`src/rtl/pipe_ctrl_pkg.sv`:
```
// pipe_ctrl shared definitions: forward-select encoding,
// instruction field positions and legal pipeline limits.
package pipe_ctrl_pkg;

   localparam logic [2:0] FWD_RF = 3'd0;

   localparam int RD_LO  = 7;
   localparam int RS1_LO = 15;
   localparam int RS2_LO = 20;
   localparam int REG_W  = 5;

   localparam int NSTAGE_MIN = 2;
   localparam int NSTAGE_MAX = 6;

   typedef struct packed {
      logic valid;
      logic we;
      logic load;
   } ctl_t;

   function automatic logic [REG_W-1:0] fld(
      input logic [31:0] inst,
      input int          lo
   );
      return inst[lo +: REG_W];
   endfunction

endpackage

```
`src/rtl/pipe_ctrl_if.sv`:
```
// Fetch-side inputs and per-stage status outputs of pipe_ctrl.
interface pipe_ctrl_if #(
   parameter int XLEN   = 32,
   parameter int NSTAGE = 3
);

   logic                       in_valid;
   logic [XLEN-1:0]            in_pc;
   logic [31:0]                in_inst;
   logic                       in_we;
   logic                       in_load;
   logic                       redirect;
   logic                       stall_out;
   logic [NSTAGE-2:0]          st_valid;
   logic [(NSTAGE-1)*XLEN-1:0] st_pc;
   logic [(NSTAGE-1)*32-1:0]   st_inst;
   logic [2:0]                 fwd_a_sel;
   logic [2:0]                 fwd_b_sel;

   modport master (
      output in_valid, in_pc, in_inst,
      output in_we, in_load, redirect,
      input  stall_out, st_valid,
      input  st_pc, st_inst,
      input  fwd_a_sel, fwd_b_sel
   );

   modport slave (
      input  in_valid, in_pc, in_inst,
      input  in_we, in_load, redirect,
      output stall_out, st_valid,
      output st_pc, st_inst,
      output fwd_a_sel, fwd_b_sel
   );

endinterface

```
`src/rtl/pipe_ctrl_slot.sv`:
```
// One pipeline stage register; hold wins over bubble,
// and a bubble clears only the control bits.
module pipe_slot
   import pipe_ctrl_pkg::*;
#(
   parameter int XLEN = 32
) (
   input  logic            clk,
   input  logic            rst,
   input  logic            hold_i,
   input  logic            bubble_i,
   input  ctl_t            ctl_i,
   input  logic [XLEN-1:0] pc_i,
   input  logic [31:0]     inst_i,
   output ctl_t            ctl_o,
   output logic [XLEN-1:0] pc_o,
   output logic [31:0]     inst_o
);

   ctl_t            ctl_q, ctl_d;
   logic [XLEN-1:0] pc_q, pc_d;
   logic [31:0]     inst_q, inst_d;

   always_comb begin
      ctl_d  = ctl_q;
      pc_d   = pc_q;
      inst_d = inst_q;
      priority case (1'b1)
         hold_i:   ;
         bubble_i: ctl_d = '0;
         default: begin
            ctl_d  = ctl_i;
            pc_d   = pc_i;
            inst_d = inst_i;
         end
      endcase
   end

   always_ff @(posedge clk) begin
      if (!rst) begin
         ctl_q  <= '0;
         pc_q   <= '0;
         inst_q <= '0;
      end else begin
         ctl_q  <= ctl_d;
         pc_q   <= pc_d;
         inst_q <= inst_d;
      end
   end

   assign ctl_o  = ctl_q;
   assign pc_o   = pc_q;
   assign inst_o = inst_q;

endmodule

```
`src/rtl/pipe_ctrl.sv`:
```
// In-order pipeline control: stage registers, operand
// forwarding from the youngest producer, load-use stall.
module pipe_ctrl
   import pipe_ctrl_pkg::*;
#(
   parameter int XLEN     = 32,
   parameter int NSTAGE   = 3,
   parameter int LOAD_STG = NSTAGE - 1
) (
   input logic       clk,
   input logic       rst,
   pipe_ctrl_if.slave bus
);

   if (NSTAGE < NSTAGE_MIN || NSTAGE > NSTAGE_MAX) begin : g_bad
      $error("pipe_ctrl: NSTAGE out of range");
   end

   // index 0 is the unregistered fetch stage
   ctl_t            s_ctl  [NSTAGE];
   logic [XLEN-1:0] s_pc   [NSTAGE];
   logic [31:0]     s_inst [NSTAGE];

   logic             stall;
   logic             ld_a, ld_b;
   logic [2:0]       sel_a, sel_b;
   logic [REG_W-1:0] rs1, rs2, rd_k;

   assign s_ctl[0]  = {bus.in_valid, bus.in_we, bus.in_load};
   assign s_pc[0]   = bus.in_pc;
   assign s_inst[0] = bus.in_inst;

   for (genvar k = 1; k < NSTAGE; k++) begin : g_slot
      logic hold_w, bub_w;

      if (k == 1) begin : g_first
         assign hold_w = stall;
         assign bub_w  = bus.redirect & ~stall;
      end else if (k == 2) begin : g_second
         assign hold_w = 1'b0;
         assign bub_w  = stall;
      end else begin : g_rest
         assign hold_w = 1'b0;
         assign bub_w  = 1'b0;
      end

      pipe_slot #(.XLEN(XLEN)) u_slot (
         .clk      (clk),
         .rst      (rst),
         .hold_i   (hold_w),
         .bubble_i (bub_w),
         .ctl_i    (s_ctl[k-1]),
         .pc_i     (s_pc[k-1]),
         .inst_i   (s_inst[k-1]),
         .ctl_o    (s_ctl[k]),
         .pc_o     (s_pc[k]),
         .inst_o   (s_inst[k])
      );

      assign bus.st_valid[k-1] = s_ctl[k].valid;
      assign bus.st_pc[(k-1)*XLEN +: XLEN] = s_pc[k];
      assign bus.st_inst[(k-1)*32 +: 32]   = s_inst[k];
   end

   assign rs1 = fld(s_inst[1], RS1_LO);
   assign rs2 = fld(s_inst[1], RS2_LO);

   // oldest first so the youngest match is the last one written
   always_comb begin
      sel_a = FWD_RF;
      sel_b = FWD_RF;
      ld_a  = 1'b0;
      ld_b  = 1'b0;
      rd_k  = '0;
      for (int k = NSTAGE - 1; k >= 2; k--) begin
         rd_k = fld(s_inst[k], RD_LO);
         if (s_ctl[1].valid && s_ctl[k].valid &&
             s_ctl[k].we && rd_k != '0) begin
            if (rd_k == rs1) begin
               sel_a = 3'(k);
               ld_a  = s_ctl[k].load && (k < LOAD_STG);
            end
            if (rd_k == rs2) begin
               sel_b = 3'(k);
               ld_b  = s_ctl[k].load && (k < LOAD_STG);
            end
         end
      end
   end

   assign stall         = ld_a | ld_b;
   assign bus.stall_out = stall;
   assign bus.fwd_a_sel = stall ? FWD_RF : sel_a;
   assign bus.fwd_b_sel = stall ? FWD_RF : sel_b;

endmodule

```
`src/flat_wrapper.sv`:
```
// flat-port wrapper written by rule: the top's interface ports become plain ports
module pipe_ctrl_flat import pipe_ctrl_pkg::*;
#(
   parameter int XLEN     = 32,
   parameter int NSTAGE   = 3,
   parameter int LOAD_STG = NSTAGE - 1
)
  (clk, rst, bus_in_valid, bus_in_pc, bus_in_inst, bus_in_we, bus_in_load, bus_redirect, bus_stall_out, bus_st_valid, bus_st_pc, bus_st_inst, bus_fwd_a_sel, bus_fwd_b_sel);
  pipe_ctrl_if #(.XLEN(XLEN), .NSTAGE(NSTAGE)) bus_i ();
  input logic clk;
  input logic rst;
  input wire logic [$bits(bus_i.in_valid)-1:0] bus_in_valid;
  input wire logic [$bits(bus_i.in_pc)-1:0] bus_in_pc;
  input wire logic [$bits(bus_i.in_inst)-1:0] bus_in_inst;
  input wire logic [$bits(bus_i.in_we)-1:0] bus_in_we;
  input wire logic [$bits(bus_i.in_load)-1:0] bus_in_load;
  input wire logic [$bits(bus_i.redirect)-1:0] bus_redirect;
  output wire logic [$bits(bus_i.stall_out)-1:0] bus_stall_out;
  output wire logic [$bits(bus_i.st_valid)-1:0] bus_st_valid;
  output wire logic [$bits(bus_i.st_pc)-1:0] bus_st_pc;
  output wire logic [$bits(bus_i.st_inst)-1:0] bus_st_inst;
  output wire logic [$bits(bus_i.fwd_a_sel)-1:0] bus_fwd_a_sel;
  output wire logic [$bits(bus_i.fwd_b_sel)-1:0] bus_fwd_b_sel;
  assign bus_i.in_valid = bus_in_valid;
  assign bus_i.in_pc = bus_in_pc;
  assign bus_i.in_inst = bus_in_inst;
  assign bus_i.in_we = bus_in_we;
  assign bus_i.in_load = bus_in_load;
  assign bus_i.redirect = bus_redirect;
  assign bus_stall_out = bus_i.stall_out;
  assign bus_st_valid = bus_i.st_valid;
  assign bus_st_pc = bus_i.st_pc;
  assign bus_st_inst = bus_i.st_inst;
  assign bus_fwd_a_sel = bus_i.fwd_a_sel;
  assign bus_fwd_b_sel = bus_i.fwd_b_sel;
  pipe_ctrl #(.XLEN(XLEN), .NSTAGE(NSTAGE), .LOAD_STG(LOAD_STG)) u_core (.clk(clk), .rst(rst), .bus(bus_i));
endmodule
```
`config.mk`:
```
export PLATFORM = sky130hd
export DESIGN_NAME = pipe_ctrl_flat
export DESIGN_NICKNAME = d
export VERILOG_FILES = /design/src/rtl/pipe_ctrl_pkg.sv /design/src/rtl/pipe_ctrl_if.sv /design/src/rtl/pipe_ctrl_slot.sv /design/src/rtl/pipe_ctrl.sv /design/src/flat_wrapper.sv
export SDC_FILE = /design/constraint.sdc
export NUM_CORES = 1
export LEC_CHECK = 0
export CAP_MARGIN = 15
export CELL_PAD_IN_SITES_DETAIL_PLACEMENT = 0
export CELL_PAD_IN_SITES_GLOBAL_PLACEMENT = 1
export CORE_MARGIN = 3
export CORE_UTILIZATION = 28
export DETAILED_ROUTE_END_ITERATION = 6
export PLACE_DENSITY_LB_ADDON = 0.1
export SLEW_MARGIN = 20
export SYNTH_ARGS = -nofsm -noshare
export SYNTH_HDL_FRONTEND = slang
export SYNTH_SLANG_ARGS = --single-unit
```
`constraint.sdc`:
```
create_clock -name clk -period 1 [get_ports clk]
set_input_delay 0.1 -clock clk [delete_from_list [all_inputs] [get_ports clk]]
set_output_delay 0.1 -clock clk [all_outputs]
set_load 0.005 [all_outputs]
```
==> flow_summary.ini, run 1 <==
[cts]
cts.sinks = 132
tritoncts.num_buffers = 17
clockRootBuffer = clkbuf_16
h-tree-depth = 4
clock_tree_from_tritoncts = built
insertion_delay_to_the_later_sink_of_the_worst_skew_pair_ps = 420
clock_path_buffers = 2
clk_pin_slew_ps = 50

[synthesis]
ys_seq_elements = 132
synth_most_common_cell = dfxtp_1
syn_area_um2 = 4430
seq_area_frac_synth = 0.596
synth_common_cells = dfxtp_1 (132), and2_1 (66), mux2i_1 (64), nor2b_1 (64), clkbuf_1 (13)
synth.avg_cell_area_um2 = 11.8
synth_largest_type_area_fraction = 0.596
netlist_top_cells_area = dfxtp_1 (60%), mux2i_1 (14%), and2_1 (9.3%)
synthesis.yosys.warnings = 0
async_reset_ff_frac = 0
yosys.cell_types.count = 20
count_of_flip_flops_with_a_built_in_enable_after_synthesis = 0
ys_dominant_reg_cell = dfxtp_1
syn-instance-count = 376
synth_top_area_cell = dfxtp_1

[grt]
number_of_global_route_vias_before_repair = 3448
global_route.usage.total = 0.137
antenna_found_initial = 0
grt_start_max_net_pins = 67
grt_pass1_wl_mm = 18.9
grt_remaining_overflow = 0

[power_and_ir_drop]
internal_pwr_total_mw = 11.0
logic_gate_share_of_total_power = 0.106
switching_part_of_the_total_power = 0.217
power.net_switching_mw = 3.04
seq_power_share = 0.406
static-leakage-power_nw = 3.55
pwr-share-clk = 0.488
worst_ir_drop_vdd_v = 0.00149
power_density_nw_per_um2 = 1860

[floorplan]
die_h_um = 132
core-area_um2 = 15400
total_number_of_placement_rows = 45
design.die.area_um2 = 17400
initial_utilization = 0.288
boundaryPins = 207
fp.dieW_um = 132

[timing]
finalHoldWorstSlack_ps = 20.1
grt_setup_unrepaired = yes
ratio_of_final_minimum_period_to_clock_period = 1.78
timing_hold_violations_final = 0
post_route_worst_setup_slack_ps = -778
timing.final.setup_violations = 19
period_minus_slack_ps = 1780
fin_skew_ps = 6.93
fin_setup_tns_ps = -2750
timing_max_transition_violations_final = 0
fmaxAchievable_ghz = 0.562

[critical_path]
cp_slowest_cell = or4_4
path_delay_family = simple AND/OR/NAND/NOR gates
crit_buf_inv = 2
cp_slowest_stage_delay_ps = 530
timing.critical_path.cells = or4_4 > o21ai_4 > buf_6 > nor3_2 > buf_2
critical_path_end_type = output port
cp.required_ps = 900
critical_path_class = register to output port
worst-endpoint-arrival_ps = 1680
start_kind = register
crit_fanout = 2

[place]
place.port_buffers = 200
post_dp_hpwl_mm = 7.84
gp_congestion = 0.695

[run]
max-cap-violations = 0

[hold_path]
hold_path.class = input pin to register

[routing]
detail-route-antenna-nets = 0
via_count = 3386
drt_iter0_markers = 94
drt_pre_antenna_iters = 4
maxUsedRoutingLayer = met4
met3_length_mm = 1.17
met2RoutedLength_mm = 5.28
post_drt_via_cell_ratio = 3.95
detail_route.wirelength_mm = 11.7
drc_errors = 0
route.layer.met1.wl_mm = 5.10
detail_route.wl_per_cell_um = 13.7

[cells_and_area]
antenna-diode-count = 0
layout-area-overhead-vs-synth_pct = 69.4
layout-drive-gt1-share = 0.479
nFillCells = 1443
final_net_count = 704

[run_status]
violations = setup timing
status = finished with violations
==> power groups by stage <==
| stage | Clock (mW) | Combinational [mW] | Sequential (mW) |
|---|---|---|---|
| floorplan | 0 | 0.500 | 5.79 |
| global placement | 0 | 1.48 | 5.76 |
| detailed placement | 0 | 1.48 | 5.77 |
| CTS | 7.03 | 1.41 | 5.68 |
| global route | 7.30 | 1.61 | 5.72 |
| finish | 6.83 | 1.48 | 5.69 |
==> state kept, by name, indices dropped and copies added, names as in the netlist <==
signal and flops:
u_core.g_slot.u_slot.ctl_o 4, u_core.g_slot.u_slot.pc_o 64, u_core.g_slot.u_slot.inst_o 64
==> through the flow <==
step                      setup slack (ps)  area, um2   util  total power, mW  cells
final                                 -778       7510  0.488             14.0    858
after global placement                -609       6830  0.444             7.24    793
after global routing                  -858       7510  0.488             14.6    858
after detailed placement              -637       6830  0.444             7.25    793
after floorplan                       -155       4450      -             6.29    380
after CTS                             -840       7280  0.474             14.1    849
==> worst paths after layout <==
path | slack (ps) | startpoint | end | cells past startpoint
setup / recovery | -780 | u_core.g_slot[2].u_slot.inst_o[7] | bus_fwd_a_sel[1] | 5
hold / removal | 20 | rst | u_core.g_slot[2].u_slot.inst_o[27] | 2
setup reg to reg | 120 | u_core.g_slot[1].u_slot.inst_o[23] | u_core.g_slot[1].u_slot.inst_o[23] | 4
hold reg to reg | 440 | u_core.g_slot[1].u_slot.ctl_o[1] | u_core.g_slot[2].u_slot.ctl_o[1] | 1
==> cell families (layout without fill, tap and decap cells) <==
family / Yosys count / count (layout) / synth area share
and+or+nand+nor: 139 / 139 / 0.196
DFF: 132 / 132 / 0.596
muxes: 64 / 64 / 0.145
buffers and inverters: 29 / 296 / 0.0406
xor gates and xnor gates: 10 / 10 / 0.0198
other: 1 / 5 / 0.000846
AOI/OAI and AO/OA: 1 / 1 / 0.00198
==> cell type report <==
cell class / count / area [um2] / share of cell area
clock inverters: 15 / 228 / 0.0303
multi-input cells: 219 / 1650 / 0.219
flip-flops and latches: 132 / 2740 / 0.365
clock buffers: 17 / 425 / 0.0567
repair buffers: 264 / 2200 / 0.293
well taps: 211 / 264 / 0.0352
==> layer usage <==
layer / vias to the layer above / track usage
met4: 0 / 0.0484
met3: 14 / 0.0802
met2: 129 / 0.205
met1: 1539 / 0.162
met5: - / 0
li1: 1704 / -
==> worst register-to-register path, cell delays in order (launching register included) <==
cell,delay [ps]
dfxtp_2,330
buf_6,110
buf_4,120
mux2i_1,130
nor2b_1,70
==> placed cells by master, fill, tap and decap left out <==
master / count
and2_1: 66
and3_1: 1
and3b_1: 2
buf_12: 5
buf_2: 90
buf_4: 43
buf_6: 59
bufinv_16: 5
clkbuf_16: 17
clkbuf_2: 1
clkdlybuf4s50_1: 66
clkinv_2: 2
clkinv_4: 3
clkinvlp_4: 2
conb_1: 5
dfxtp_1: 56
dfxtp_2: 75
dfxtp_4: 1
inv_6: 3
mux2i_1: 64
nand2_1: 1
nand3_1: 2
nor2b_1: 64
nor3_2: 1
nor4_2: 1
o21ai_4: 1
or4_4: 1
xnor2_1: 8
xor2_1: 2
==> repair_timing <==
item / in CTS / in global routing
setup endpoints to repair: 132 / 55
buffers inserted: 24 / 14
hold buffers: 0 / 0
pin swaps: 3 / 2
resized for setup: 637 / 35
No activity file was read; power rests on OpenSTA's default activity.
==> run 2, diff against run 1 <==
- SLEW_MARGIN: 20 -> not set
==> results of run 2 <==
Same layout as run 1: the final DEF is identical, and so are final timing and power.
==> run 3, diff against run 2 <==
- CORE_ASPECT_RATIO: not set -> 1.1
==> flow_summary.ini, run 3 (synthesis gave the netlist of run 1 again) <==
[floorplan]
fp.dieW_um = 126
design.die.area_um2 = 17400
die_h_um = 138
initial_utilization = 0.290
total_number_of_placement_rows = 47
boundaryPins = 207
core-area_um2 = 15300

[routing]
drt_iter0_markers = 107
detail-route-antenna-nets = 0
drt_pre_antenna_iters = 5
detail_route.wirelength_mm = 11.9
post_drt_via_cell_ratio = 3.99
via_count = 3368
detail_route.wl_per_cell_um = 14.1
drc_errors = 0

[grt]
number_of_global_route_vias_before_repair = 3390
grt_pass1_wl_mm = 18.5
grt_start_max_net_pins = 68
grt_remaining_overflow = 0
antenna_found_initial = 0
global_route.usage.total = 0.136

[timing]
timing_max_transition_violations_final = 0
post_route_worst_setup_slack_ps = -790
timing.final.setup_violations = 19
fin_skew_ps = 4.28
grt_setup_unrepaired = yes
period_minus_slack_ps = 1790
ratio_of_final_minimum_period_to_clock_period = 1.79
timing_hold_violations_final = 0
fin_setup_tns_ps = -2560
fmaxAchievable_ghz = 0.559

[critical_path]
cp_slowest_stage_delay_ps = 540
critical_path_class = register to output port
cp.required_ps = 900
path_delay_family = simple AND/OR/NAND/NOR gates
critical_path_end_type = output port
crit_fanout = 2
cp_slowest_cell = or4_4
timing.critical_path.cells = or4_4 > o21ai_4 > buf_6 > nor4_2 > buf_2
start_kind = register
worst-endpoint-arrival_ps = 1690
crit_buf_inv = 2
worst-r2r-setup-slack_ps = 110

[cts]
cts.sinks = 132
clockRootBuffer = clkbuf_16
h-tree-depth = 4
clk_pin_slew_ps = 50
postCtsHoldBufs = 0
clock_tree_from_tritoncts = built
insertion_delay_to_the_later_sink_of_the_worst_skew_pair_ps = 400
tritoncts.num_buffers = 17
clock_path_buffers = 2

[cells_and_area]
layout-drive-gt1-share = 0.480
mostFrequentLayoutCells = buf_2 (110), dfxtp_2 (75), and2_1 (66), clkdlybuf4s50_1 (66)
final_net_count = 705
layout-area-overhead-vs-synth_pct = 65.7
mostFrequentLayoutCell = buf_2
stdcell_count = 844
antenna-diode-count = 0

[power_and_ir_drop]
seq_power_share = 0.425
power_density_nw_per_um2 = 1820
worst_ir_drop_vdd_v = 0.00113
power.net_switching_mw = 2.87
internal_pwr_total_mw = 10.5
static-leakage-power_nw = 3.53
logic_gate_share_of_total_power = 0.109
pwr-share-clk = 0.466
switching_part_of_the_total_power = 0.215

[hold_path]
hold_path.class = input pin to register

[place]
gp_congestion = 0.724
cell_count_post_placement = 777
place.port_buffers = 200
post_dp_hpwl_mm = 7.95
pre_cts_ws_ps = -636

[run]
max-cap-violations = 0

[run_status]
violations = setup timing
status = finished with violations
==> run 3: stage by stage <==
step	instance area (um2)	hold WS (ps)	utilization	total power, mW
global placement	6800	428	0.445	7.24
detailed placement	6800	422	0.445	7.25
global route	7340	214	0.480	13.9
floorplan	4450	264	-	6.29
CTS	7240	199	0.474	13.5
finish	7340	205	0.480	13.3
==> run 3: area by class of cell <==
type	count	area, um2
clock buffer	24	502
tap	196	245
fill	1438	7950
timing repair buffer	265	2100
multi-input combinational	219	1660
clock inverter	8	97.6
sequential	132	2740
==> run 3: layer usage <==
layer  vias to the layer above  GRT usage  wire length [um]
met4                         0     0.0518               137
li1                       1718          -                 -
met3                        12     0.0647              1070
met2                       122      0.213              5620
met5                         -          0                 0
met1                      1516      0.164              5070
==> run 3: final timing paths <==
| check | startpoint | to | cells past startpoint |
|---|---|---|---|
| worst min register to register | u_core.g_slot[1].u_slot.ctl_o[1] | u_core.g_slot[2].u_slot.ctl_o[1] | 1 |
| worst min-delay path | rst | u_core.g_slot[1].u_slot.inst_o[26] | 3 |
| worst max-delay path | u_core.g_slot[2].u_slot.inst_o[11] | bus_fwd_b_sel[1] | 5 |
| worst max register to register | u_core.g_slot[1].u_slot.inst_o[21] | u_core.g_slot[1].u_slot.inst_o[21] | 4 |
==> run 3: power groups by stage <==
stage               logic [mW]  clock network (mW)  registers [mW]
floorplan                0.500                   0            5.79
global placement          1.48                   0            5.76
detailed placement        1.48                   0            5.77
CTS                       1.43                6.41            5.67
global route              1.58                6.65            5.71
finish                    1.45                6.22            5.68
==> run 3: worst reg2reg max path, cell delays in order (launching register included) <==
cell,delay (ps)
dfxtp_2,330
buf_6,120
buf_4,130
mux2i_1,130
nor2b_1,70
==> run 3: repair_timing <==
item,4_1_cts,5_1_grt
resized for setup,641,18
endpoints found under the setup margin,132,30
pin swaps,3,3
gates cloned,0,0
buffers inserted,30,12
